### src/rtl/display_driver_iceqman.sv
// display_driver_iceqman
// Four-digit multiplexed seven-segment driver. Each digit is lit for
// REFRESH_DIV cycles in turn: digit 0, 1, 2, 3, then back to 0. A load
// strobe captures a 16-bit word for display.
//
// Build option: define DISPLAY_DECIMAL_EN to show the word in decimal.
// A double-dabble engine then converts it over 17 cycles, holding busy high.
// Values above 9999 show as four dashes. Without the macro the word is
// shown in hex, is written on the load edge, and busy stays low.
module display_driver_iceqman #(
  parameter int unsigned REFRESH_DIV = 50000
) (
  input  logic        clock,
  input  logic        reset,
  input  logic [15:0] value,
  input  logic        load,
  output logic [3:0]  anode,
  output logic [6:0]  segments,
  output logic        busy
);

  // Last count before the scan moves to the next digit.
  // With REFRESH_DIV=1 this is 0, so the digit index advances every cycle.
  localparam logic [15:0] DIV_LAST = 16'(REFRESH_DIV - 1);

  logic [15:0] cnt_q, cnt_d;
  logic [1:0]  idx_q, idx_d;
  logic [15:0] digits_q, digits_d;
  logic [3:0]  dash_q, dash_d;
  logic [3:0]  cur_digit;

  // Refresh timer and digit index.
  // These are never touched by a load, so new digits show on the lit digit.
  always_comb begin
    cnt_d = cnt_q + 16'd1;
    idx_d = idx_q;
    if (cnt_q == DIV_LAST) begin
      cnt_d = 16'd0;
      idx_d = idx_q + 2'd1;
    end
  end

`ifdef DISPLAY_DECIMAL_EN

  localparam logic [1:0] S_IDLE  = 2'd0;
  localparam logic [1:0] S_SHIFT = 2'd1;
  localparam logic [1:0] S_DONE  = 2'd2;

  logic [1:0]  state_q, state_d;
  logic [15:0] shift_q, shift_d;
  logic [19:0] bcd_q, bcd_d;
  logic [19:0] bcd_adj;
  logic [3:0]  iter_q, iter_d;
  logic        busy_q, busy_d;

  // Double-dabble correction: add 3 to each BCD nibble of 5 or more.
  // This runs before the shift so the nibble carries correctly into the next decade.
  always_comb begin
    bcd_adj = bcd_q;
    for (int n = 0; n < 5; n++) begin
      if (bcd_q[n*4 +: 4] >= 4'd5) begin
        bcd_adj[n*4 +: 4] = bcd_q[n*4 +: 4] + 4'd3;
      end
    end
  end

  // Conversion FSM. The display registers change only in DONE, so an
  // aborted or ignored conversion never leaves partial digits.
  always_comb begin
    state_d  = state_q;
    shift_d  = shift_q;
    bcd_d    = bcd_q;
    iter_d   = iter_q;
    busy_d   = busy_q;
    digits_d = digits_q;
    dash_d   = dash_q;
    case (state_q)
      S_IDLE: begin
        if (load) begin
          shift_d = value;
          bcd_d   = 20'd0;
          iter_d  = 4'd0;
          busy_d  = 1'b1;
          state_d = S_SHIFT;
        end
      end
      S_SHIFT: begin
        {bcd_d, shift_d} = {bcd_adj, shift_q} << 1;
        iter_d = iter_q + 4'd1;
        if (iter_q == 4'd15) begin
          state_d = S_DONE;
        end
      end
      S_DONE: begin
        if (bcd_q[19:16] != 4'd0) begin
          dash_d = 4'hF;
        end else begin
          digits_d = bcd_q[15:0];
          dash_d   = 4'h0;
        end
        busy_d  = 1'b0;
        state_d = S_IDLE;
      end
      default: begin
        busy_d  = 1'b0;
        state_d = S_IDLE;
      end
    endcase
  end

  // Conversion registers. A reset abandons any conversion in flight.
  always_ff @(posedge clock) begin
    if (reset) begin
      state_q <= S_IDLE;
      shift_q <= 16'd0;
      bcd_q   <= 20'd0;
      iter_q  <= 4'd0;
      busy_q  <= 1'b0;
    end else begin
      state_q <= state_d;
      shift_q <= shift_d;
      bcd_q   <= bcd_d;
      iter_q  <= iter_d;
      busy_q  <= busy_d;
    end
  end

  assign busy = busy_q;

`else

  // Hex capture. A load writes all four nibbles directly, since the driver is never busy.
  always_comb begin
    digits_d = digits_q;
    dash_d   = dash_q;
    if (load) begin
      digits_d = value;
      dash_d   = 4'h0;
    end
  end

  assign busy = 1'b0;

`endif

  // Scan position and displayed digits.
  always_ff @(posedge clock) begin
    if (reset) begin
      cnt_q    <= 16'd0;
      idx_q    <= 2'd0;
      digits_q <= 16'd0;
      dash_q   <= 4'h0;
    end else begin
      cnt_q    <= cnt_d;
      idx_q    <= idx_d;
      digits_q <= digits_d;
      dash_q   <= dash_d;
    end
  end

  // Active-low anode select: only the digit being scanned is driven low.
  always_comb begin
    anode        = 4'b1111;
    anode[idx_q] = 1'b0;
  end

  // Glyph decode for the lit digit, active-low, ordered {g,f,e,d,c,b,a}.
  always_comb begin
    cur_digit = digits_q[{idx_q, 2'b00} +: 4];
    case (cur_digit)
      4'h0:    segments = 7'b1000000;
      4'h1:    segments = 7'b1111001;
      4'h2:    segments = 7'b0100100;
      4'h3:    segments = 7'b0110000;
      4'h4:    segments = 7'b0011001;
      4'h5:    segments = 7'b0010010;
      4'h6:    segments = 7'b0000010;
      4'h7:    segments = 7'b1111000;
      4'h8:    segments = 7'b0000000;
      4'h9:    segments = 7'b0010000;
      4'hA:    segments = 7'b0001000;
      4'hB:    segments = 7'b0000011;
      4'hC:    segments = 7'b1000110;
      4'hD:    segments = 7'b0100001;
      4'hE:    segments = 7'b0000110;
      default: segments = 7'b0001110;
    endcase
    if (dash_q[idx_q]) begin
      segments = 7'b0111111;
    end
  end

endmodule

### config.mk
export PLATFORM = sky130hd
export DESIGN_NAME = display_driver_iceqman
export DESIGN_NICKNAME = d
export VERILOG_FILES = /design/src/rtl/display_driver_iceqman.sv
export SDC_FILE = /design/constraint.sdc
export NUM_CORES = 1
export LEC_CHECK = 0
export CAP_MARGIN = 5
export CORE_ASPECT_RATIO = 0.6
export CORE_UTILIZATION = 56
export DETAILED_ROUTE_END_ITERATION = 10
export PLACE_DENSITY = 0.84
export SLEW_MARGIN = 20
export SYNTH_ARGS = -nofsm -noshare
export SYNTH_HDL_FRONTEND = slang
export SYNTH_SLANG_ARGS = --single-unit
### constraint.sdc
create_clock -name clock -period 3.81 [get_ports clock]
set_clock_uncertainty 0.05 [all_clocks]
set_input_delay 0.9525 -clock clock [delete_from_list [all_inputs] [get_ports clock]]
set_output_delay 0.9525 -clock clock [all_outputs]
set_load 0.005 [all_outputs]
==> results of run 1 <==
-- placed cells by master, fill, tap and decap left out, types with 2 or more instances in the layout --
cell type / instances
a21oi_1: 4
and2_1: 3
and3_1: 2
and4_1: 2
clkbuf_8: 5
clkdlybuf4s50_1: 29
dfxtp_1: 33
ha_1: 11
inv_1: 10
mux2_2: 2
mux2i_1: 17
mux4_2: 4
nand2_1: 7
nand3_1: 6
nand4_1: 5
nor2_1: 32
nor2b_1: 2
o21a_1: 3
o21ai_0: 5
o31ai_1: 2
or3_1: 2
xnor2_1: 3
xor2_1: 9
-- metrics by stage --
step | total power [mW] | cell area [um^2]
after detailed placement | 0.4783 | 2047
final | 0.7215 | 2128
after global placement | 0.4732 | 2047
after floorplan | 0.4350 | 1765
after CTS | 0.7244 | 2127
after global routing | 0.7473 | 2128
-- flip-flops by register name (all words and copies together), names as in the netlist --
name and cells:
idx_q 2, cnt_q 16, digits_q 16
-- worst min path at each step --
stage | startpoint | to | slack, ps | cells past startpoint
after floorplan | cnt_q[0]$_SDFF_PP0_ | cnt_q[0]$_SDFF_PP0_ | 360 | 1
after global placement | cnt_q[0]$_SDFF_PP0_ | cnt_q[0]$_SDFF_PP0_ | 380 | 1
after detailed placement | cnt_q[0]$_SDFF_PP0_ | cnt_q[0]$_SDFF_PP0_ | 390 | 1
after CTS | cnt_q[0]$_SDFF_PP0_ | cnt_q[0]$_SDFF_PP0_ | 410 | 1
after global routing | cnt_q[0]$_SDFF_PP0_ | cnt_q[0]$_SDFF_PP0_ | 470 | 1
final | cnt_q[0]$_SDFF_PP0_ | cnt_q[0]$_SDFF_PP0_ | 410 | 1
-- area by class of cell --
cell class	instances	area share
repair buffers	29	0.1364
clock buffers	6	0.03410
multi-input cells	132	0.4633
flip-flops and latches	34	0.3204
clock inverters	1	0.003527
well taps	42	0.02469
inverters	10	0.01764
-- routing by layer --
metal / global-route usage / share of wire
met1: 0.3366 / 0.49
met2: 0.3676 / 0.44
met3: 0.06637 / 0.052
met4: 0.09811 / 0.015
met5: 0 / 0
-- power breakdown --
group	switching, mW	internal, mW	leakage, nW
Combinational	0.0393	0.0546	0.537
Clock	0.125	0.125	0.0373
Sequential	0.00919	0.368	0.278
Total	0.174	0.548	0.853
-- kinds of logic (layout without fill, tap and decap cells) --
family,count (synthesis),after routing,synth area share
xor+xnor,12,12,0.05954
fa+ha+maj,11,11,0.07796
other cells,1,1,0.002124
mux,23,23,0.1602
buf+inv,21,46,0.05599
compound gates,17,17,0.06095
flops,34,34,0.3855
simple gates,68,68,0.1977
-- repair_timing --
| action | in CTS | in global routing |
|---|---|---|
| gates resized for setup | 0 | 1 |
| hold buffers | 0 | 0 |
| setup endpoints to repair | 0 | 1 |
-- worst max-delay path, stage by stage (launching register included) --
cell and delay [ps]:
dfxtp_2 430, mux4_2 610, inv_1 150, ha_1 220, inv_1 80, o31ai_1 290, clkdlybuf4s50_1 550
==> impl_results.md, run 1 <==
- Outcome: finished clean
- Antenna-violating nets left: 0
- Worst setup margin: 185.9 ps
- Slew HR: 0.3967
- Worst-case vdd ir drop: 0.2591 mV
- Critical Path End Type: primary output
- Clock transition at path regs: 60 ps
- HPWL after DPL: 2879 um
- FMAX: 0.2759 GHz
- CP arrival: 2620 ps
- Slew Limit Fails: 0
- Number of flops mapped to enable cells by yosys: 0
- Clock Tree Root: clkbuf_8
- First-pass GRT wire length: 5899 um
- Worst Max-Slew Pin Slew: 902.1 ps
- Hold slack: 410.9 ps
- Synth top area cells: dfxtp_1, mux2i_1, ha_1, nor2_1, mux4_2
- Clk sinks: 34
- Worst-path fanout max: 7
- Iter 0 DRT Violations: 97
- Synth warn: 0
- FF-to-FF End: cnt_q[11]$_SDFF_PP0_
- Final cycle utilization of the critical path: 0.9512
- Crit path to: segments[0]
- Fin cells: 254
- Count of inserted antenna diode cells: 0
- Setup TNS: 0 ps
- Flops & latches, synth: 34
- Mapped Area: 1765 um^2
- Count of cell types in the netlist: 36
- Register area: 681.9 um^2
- Hold Crit Class: flop to flop
- Routability cong.: 0.8398
- Drt pass-1 iters: 6
- Crit Path Class: flop to primary output
- Final Hold Viols: 0
- Die H: 45.49 um
- Routed WL per cell: 14.87 um
- GR Overflow Total: 0
- Largest net degree at the start of global routing: 21
- Post-CTS Setup Inserts: 0
- Area Growth Syn to Fin: 20.55%
- H-Tree Level Count: 2
- Pwr dens: 339.0 nW/um^2
- Initial core utilization: 0.6030
- Most frequent cells after synthesis: dfxtp_1, nor2_1, mux2i_1, ha_1, inv_1
- Fraction of layout cells with a size suffix above 1: 0.07547
- Yosys top cell by area: dfxtp_1
- Skew-Pair Late Insertion Delay: 290 ps
- Required time of the worst setup path: 2810 ps
- CTS tree: done
- Dpl cells: 247
- Critical R2R Launch: cnt_q[13]$_SDFF_PP0_
- Most used DFF post-synth: dfxtp_1
- Final nets: 242
- # Max-Cap Violations: 0
- CTS Buf Count: 5
- FP Rows: 15
- Fill count: 216
- CTS Buffer Depth: 2
- Post-Syn Nets: 217
- Static Leak: 0.8526 nW
- RSZ-0062 raised after global routing: no
- Via count: 1402
- Most common cell in the netlist: dfxtp_1
- Tmin final: 3624 ps
- Die width: 74.49 um
- Drc violations: 0
- Top-area cell type share of the netlist area: 0.3855
- Multi-input gate area: 985.9 um^2
- Final setup vio count: 0
- Synth Instances: 187
- Ys async rst share: 0
- FF-to-FF setup slack: 1800 ps
- Critical Path Start Type: flop
- Core Util, Final: 0.7269
- Vias in the first global route: 1267
- Worst Reg-to-Reg Cells: 4
- I/O pins: 31
- Core Box Area: 2928 um^2
- Total Routing Usage GR: 0.2444
- Die ar.: 3388 um^2
- CP startpoint: idx_q[0]$_SDFFE_PP0N_
- Syn Area/Cell: 9.441 um^2
- Place WS: 377.1 ps
- Post-synthesis sequential area ratio: 0.3855
- Final wirelength: 3776 um
- Initial antenna violation count: 0
- Vias per cell: 5.520
- Port buffer count: 29
Note: power is estimated with default switching activity, not from simulation.
==> inputs of run 2 (changes only) <==
CAP_MARGIN = 20   (was 5)
CTS_CLUSTER_SIZE = 28   (was unset)
==> results of run 2 <==
Same layout as run 1: the final DEF is identical, and so are final timing and power.
